--- src/rtl/config_pkg.sv ---
// rtl/config_pkg.sv - shared DDR read-port types and arbiter configuration
package config_pkg;

    localparam int NumDdrRequesters = 4;
    localparam int DdrAddrWidth     = 32;
    localparam int DdrDataWidth     = 64;

    typedef logic [$clog2(NumDdrRequesters)-1:0] ddr_req_id_t;
    typedef logic [DdrAddrWidth-1:0]             ddr_address_t;
    typedef logic [DdrDataWidth-1:0]             ddr_data_t;

    typedef enum logic {
        ARB_IDLE = 1'b0,
        ARB_WAIT = 1'b1
    } arb_state_e;

endpackage

--- src/rtl/rr_picker.sv ---
// rtl/rr_picker.sv - combinational round-robin pick: first pending bit at or after rr_ptr_i
module rr_picker #(
    parameter int  NumReq = 4,
    localparam int IdW    = $clog2(NumReq)
) (
    input  logic [NumReq-1:0] pending_i,
    input  logic [IdW-1:0]    rr_ptr_i,
    output logic              grant_valid_o,
    output logic [IdW-1:0]    grant_id_o
);

    int idx;

    // Walk offsets from farthest to nearest so the nearest set bit wins.
    always_comb begin
        grant_valid_o = 1'b0;
        grant_id_o    = '0;
        idx           = 0;
        for (int i = NumReq - 1; i >= 0; i--) begin
            idx = int'(rr_ptr_i) + i;
            if (idx >= NumReq) begin
                idx = idx - NumReq;
            end
            if (pending_i[idx[IdW-1:0]]) begin
                grant_valid_o = 1'b1;
                grant_id_o    = idx[IdW-1:0];
            end
        end
    end

endmodule

--- src/rtl/ddr_read_arbiter.sv ---
// rtl/ddr_read_arbiter.sv - round-robin sharing of one DDR read port, one read in flight
// Optional grant counters with DDR_ARB_STATS_EN.
module ddr_read_arbiter
    import config_pkg::*;
#(
    parameter int NumReq     = NumDdrRequesters,
    parameter int StatsWidth = 32
) (
    input  logic                     clk_i,
    input  logic                     rst_ni,
    input  logic [NumReq-1:0]        req_en_i,
    input  ddr_address_t [NumReq-1:0] req_addr_i,
    output logic [NumReq-1:0]        rsp_valid_o,
    output ddr_data_t                rsp_data_o,
    output ddr_address_t             ddr_address_o,
    output logic                     ddr_r_en_o,
    input  ddr_data_t                ddr_r_data_i,
    input  logic                     ddr_r_valid_i,
    output logic                     busy_o
`ifdef DDR_ARB_STATS_EN
    ,
    output logic [NumReq-1:0][StatsWidth-1:0] grant_count_o
`endif
);

    localparam int IdW = $clog2(NumReq);

    if (NumReq < 2 || StatsWidth < 1) begin : g_param_check
        $error("ddr_read_arbiter: NumReq must be >= 2 and StatsWidth >= 1");
    end

    arb_state_e                state_q, state_d;
    logic [NumReq-1:0]         pending_q, pending_d;
    ddr_address_t [NumReq-1:0] addr_q, addr_d;
    logic [IdW-1:0]            rr_ptr_q, rr_ptr_d;
    logic [IdW-1:0]            owner_q, owner_d;
    logic                      ddr_r_en_q, ddr_r_en_d;
    ddr_address_t              ddr_address_q, ddr_address_d;
    logic [NumReq-1:0]         rsp_valid_q, rsp_valid_d;
    ddr_data_t                 rsp_data_q, rsp_data_d;

    logic                      grant_valid;
    logic [IdW-1:0]            grant_id;
    logic                      issue;
    logic                      complete;
    logic [NumReq-1:0]         done_mask;

    rr_picker #(
        .NumReq(NumReq)
    ) u_rr_picker (
        .pending_i    (pending_q),
        .rr_ptr_i     (rr_ptr_q),
        .grant_valid_o(grant_valid),
        .grant_id_o   (grant_id)
    );

    always_ff @(posedge clk_i) begin
        if (!rst_ni) begin
            state_q <= ARB_IDLE;
        end else begin
            state_q <= state_d;
        end
    end

    always_comb begin
        state_d = state_q;
        unique case (state_q)
            ARB_IDLE: if (grant_valid)   state_d = ARB_WAIT;
            ARB_WAIT: if (ddr_r_valid_i) state_d = ARB_IDLE;
        endcase
    end

    always_comb begin
        issue         = (state_q == ARB_IDLE) && grant_valid;
        complete      = (state_q == ARB_WAIT) && ddr_r_valid_i;
        done_mask     = '0;
        ddr_r_en_d    = issue;
        ddr_address_d = issue ? addr_q[grant_id] : ddr_address_q;
        owner_d       = issue ? grant_id : owner_q;
        rsp_valid_d   = '0;
        rsp_data_d    = rsp_data_q;
        rr_ptr_d      = rr_ptr_q;
        addr_d        = addr_q;
        if (complete) begin
            done_mask[owner_q]   = 1'b1;
            rsp_valid_d[owner_q] = 1'b1;
            rsp_data_d           = ddr_r_data_i;
            rr_ptr_d             = (owner_q == IdW'(NumReq - 1)) ? '0 : owner_q + 1'b1;
        end
        // Completion clears first so the owner may re-request on its own completion edge.
        pending_d = pending_q & ~done_mask;
        for (int n = 0; n < NumReq; n++) begin
            if (req_en_i[n] && !pending_d[n]) begin
                pending_d[n] = 1'b1;
                addr_d[n]    = req_addr_i[n];
            end
        end
    end

    always_ff @(posedge clk_i) begin
        if (!rst_ni) begin
            pending_q     <= '0;
            addr_q        <= '0;
            rr_ptr_q      <= '0;
            owner_q       <= '0;
            ddr_r_en_q    <= 1'b0;
            ddr_address_q <= '0;
            rsp_valid_q   <= '0;
            rsp_data_q    <= '0;
        end else begin
            pending_q     <= pending_d;
            addr_q        <= addr_d;
            rr_ptr_q      <= rr_ptr_d;
            owner_q       <= owner_d;
            ddr_r_en_q    <= ddr_r_en_d;
            ddr_address_q <= ddr_address_d;
            rsp_valid_q   <= rsp_valid_d;
            rsp_data_q    <= rsp_data_d;
        end
    end

    assign ddr_r_en_o    = ddr_r_en_q;
    assign ddr_address_o = ddr_address_q;
    assign rsp_valid_o   = rsp_valid_q;
    assign rsp_data_o    = rsp_data_q;
    assign busy_o        = (state_q == ARB_WAIT) || (|pending_q);

`ifdef DDR_ARB_STATS_EN
    logic [NumReq-1:0][StatsWidth-1:0] cnt_q, cnt_d;

    always_comb begin
        cnt_d = cnt_q;
        if (issue && (cnt_q[grant_id] != '1)) begin
            cnt_d[grant_id] = cnt_q[grant_id] + 1'b1;
        end
    end

    always_ff @(posedge clk_i) begin
        if (!rst_ni) begin
            cnt_q <= '0;
        end else begin
            cnt_q <= cnt_d;
        end
    end

    assign grant_count_o = cnt_q;
`endif

    // Protocol violations are ignored by the logic above; these only flag them.
    a_req_while_pending: assert property (@(posedge clk_i) disable iff (!rst_ni)
        (req_en_i & pending_q & ~done_mask) == '0)
        else $warning("protocol violation: req_en on a requester that is already pending");

    a_valid_in_idle: assert property (@(posedge clk_i) disable iff (!rst_ni)
        !((state_q == ARB_IDLE) && ddr_r_valid_i))
        else $warning("protocol violation: ddr_r_valid with no read in flight");

endmodule

--- config.mk ---
export PLATFORM = sky130hd
export DESIGN_NAME = ddr_read_arbiter
export DESIGN_NICKNAME = d
export VERILOG_FILES = /design/src/rtl/config_pkg.sv /design/src/rtl/rr_picker.sv /design/src/rtl/ddr_read_arbiter.sv
export SDC_FILE = /design/constraint.sdc
export NUM_CORES = 1
export LEC_CHECK = 0
export ABC_AREA = 1
export CAP_MARGIN = 25
export CELL_PAD_IN_SITES_DETAIL_PLACEMENT = 0
export CELL_PAD_IN_SITES_GLOBAL_PLACEMENT = 1
export CORE_MARGIN = 2
export CORE_UTILIZATION = 32
export DETAILED_ROUTE_END_ITERATION = 16
export PLACE_DENSITY = 0.85
export SYNTH_ARGS = -nofsm -noshare
export SYNTH_HDL_FRONTEND = slang
export SYNTH_SLANG_ARGS = --single-unit
--- constraint.sdc ---
create_clock -name clk_i -period 2.3 [get_ports clk_i]
set_clock_uncertainty 0.1 [all_clocks]
set_input_delay 0.46 -clock clk_i [delete_from_list [all_inputs] [get_ports clk_i]]
set_output_delay 0.46 -clock clk_i [all_outputs]
set_load 0.02 [all_outputs]
==> metrics <==
setup violators final=0; cell row count=just over 60; Final Hold Viols=0; Yosys reg bits=238; sequential element share of the synthesized area=between 50% and 60%; Boundary Pins=301; ratio of cells with drive above 1 in the final layout=5.75%; fin crit period=roughly 2.1 ns; htree depth=1; Setup crit start=pending_q[1]; worst setup path category=reg -> out; first-pass iteration count of the detailed router=5; crit path launch type=flop; clock sinks=around 240; TritonCTS buffer count=27; min setup slack post-route=0.163 ns; max-cap violation count=0; placed insts=1917; routability-driven placement congestion ratio=roughly 0.80; Area Overhead vs Synth=47.8%; setup TNS=0 ns; Worst Hold Class=in -> reg; Clock Latency Late Sink=around 0.53 ns; Die ar.=30700 um2; RR Startpoint=rr_ptr_q[0]; min-delay src=rst_ni; Most used DFF post-synth=dfxtp_1; RSZ-0062 raised after global routing=false; Worst slew margin=a little over 60%; total gr overflow=0; Post-Syn Area=9380 um2; static leakage=5.50 nW; Post-CTS Setup Repair Bufs=0; first-pass GRT wire length=between 40 and 50 mm; HPWL Detailed=roughly 21 mm; Routed Antenna Nets=0; Die Height=between 150 and 200 um; power share of the combinational group=between 20 and 25%; ys async rst share=0%; largest net degree at the start of global routing=between 60 and 70; post-synthesis cell type count=24; fmax=~0.47 GHz; switching power=3.45 mW; clock share of power=38.0%; Starting Density=32.6%; Die W=between 150 and 200 um; Worst EP required=1.74 ns; I/O Buffers=300; Seq pwr share=39.6%; Iter 0 DRT Violations=between 700 and 800; Max Slew Vio Count=0; Ys Warns=0; switching share of power=between 20 and 30%; Clock transition at path regs=~0.060 ns; Setup WS pre-CTS=between 0.03 and 0.04 ns; per-cell routed wire length=16.2 um; Cell Int Power=approximately 8.5 mW; # DRC=0; Max Fanout on Critical Path=3; Synth Instances=~1300; Layout Nets=1766; Hold Buf Count CTS=0; core area=28800 um2; All-Layer GR Usage=roughly a fifth; P per Cell Area=between 800 and 900 nW/um2; CTS tree=yes; clk buf depth=3; antenna violations before repair=3; vias in the first global route=between 9000 and 10000; clk root buf=clkbuf_16; Post-synth EDFFs=0; Synth Area per Inst=between 7 and 8 um2; Worst setup EP type=primary output; non-filler cells, final=~2000; Post-Syn Nets=1500; via count=9464; status=finished, final reports clean; Post-Route WL=approximately 32 mm; VDD IR max=between 500 and 600 uV; post-DR vias/cell=slightly below 5; Worst Max-Slew Pin Slew=roughly 0.6 ns; final cycle utilization of the critical path=roughly 93%; WP data arrival=between 1.5 and 2 ns
[layout make-up]
| class | count | area [um2] |
|---|---|---|
| fillers | 2783 | 14900 |
| flip-flops and latches | 238 | 4760 |
| multi-input cells | 932 | 4120 |
| repair buffers | 334 | 3440 |
| clock buffers | 36 | 769 |
| well taps | 384 | 480 |
| clock inverters | 13 | 169 |
| inverters | 30 | 113 |
| diodes | 2 | 5.00 |
[per-stage QoR]
stage          area [um2]  total power, mW  hold WS [ns]  utilization (%)
6_report            13900             11.9         0.261             48.2
5_1_grt             13900             12.5         0.281             48.2
4_1_cts             13800             12.0         0.243             48.1
3_5_place_dp        12900             7.47         0.360             44.8
3_3_place_gp        12900             7.44         0.354             44.8
2_1_floorplan        9380             6.21         0.330                -
[per-layer routing]
metal  GRT usage [%]  vias to the layer above  part of all wire (%)
li1                -                     4763                     -
met3            6.05                       40                   8.5
met5               0                        -                 0.041
met4            4.69                        2                   1.9
met2            32.8                      335                    46
met1            26.0                     4324                    44
[what timing repair did]
action,CTS,global route
gates resized for setup,1,0
setup endpoints to repair,1,6
cloned,0,1
pin swaps,0,0
[flip-flops by register name, summed over array words and instances, names as in the netlist]
signal	count
pending_q	4
ddr_address_o	32
rsp_valid_o	4
owner_q	2
rsp_data_o	64
addr_q	128
ddr_r_en_o	1
rr_ptr_q	2
state_q	1
[worst max-delay path: stages, from the launching register on]
cell	delay [ns]
dfxtp_1	0.34
nor2_1	0.22
nand3_1	0.14
dlygate4sd2_1	0.35
[worst paths after layout]
kind / to / slack, ns / cells past startpoint
worst max register to register: ddr_address_o[27] / 0.23 / 12
worst max-delay path: busy_o / 0.16 / 3
worst min register to register: addr_q[63] / 0.36 / 2
worst min-delay path: state_q / 0.26 / 3
[power groups by stage]
stage / combinational (mW) / sequential (mW) / clock (mW)
floorplan: 1.23 / 4.98 / 0
global placement: 2.64 / 4.81 / 0
detailed placement: 2.66 / 4.81 / 0
CTS: 2.67 / 4.73 / 4.63
global route: 2.95 / 4.77 / 4.80
finish: 2.68 / 4.72 / 4.53
[cell families after synthesis]
family / after synthesis / share of synthesized area (%)
flops: 238 / 50.8
compound gates: 278 / 14.9
xor+xnor: 1 / 0.0934
fa+ha+maj: 4 / 0.534
buf+inv: 127 / 5.55
simple gates: 649 / 28.1
[cells in the mapped netlist, types with 3 or more instances]
master	number	share of area (%)
a21oi_1	42	2.2
buf_1	3	0.12
buf_2	8	0.43
buf_4	3	0.24
buf_6	3	0.36
clkbuf_1	80	3.2
dfxtp_1	238	51
ha_1	4	0.53
inv_1	28	1.1
nand2_1	119	4.8
nand3_1	133	7.1
nor2_1	387	15
nor3_1	5	0.27
o21ai_0	231	12
[layout by cell type, fill, tap and decap left out, drive strengths merged, types with 2 or more instances in the layout]
| master | Yosys | layout |
|---|---|---|
| bufinv | 0 | 4 |
| inv | 30 | 31 |
| nor2 | 387 | 387 |
| nor3 | 5 | 5 |
| clkinv | 0 | 8 |
| o21ai | 232 | 232 |
| dfxtp | 238 | 238 |
| buf | 17 | 34 |
| clkdlybuf4s50 | 0 | 298 |
| nand2 | 122 | 122 |
| diode | 0 | 2 |
| clkbuf | 80 | 37 |
| nand3 | 135 | 135 |
| a21oi | 42 | 42 |
| ha | 4 | 4 |
No activity file was read; power rests on OpenSTA's default activity.
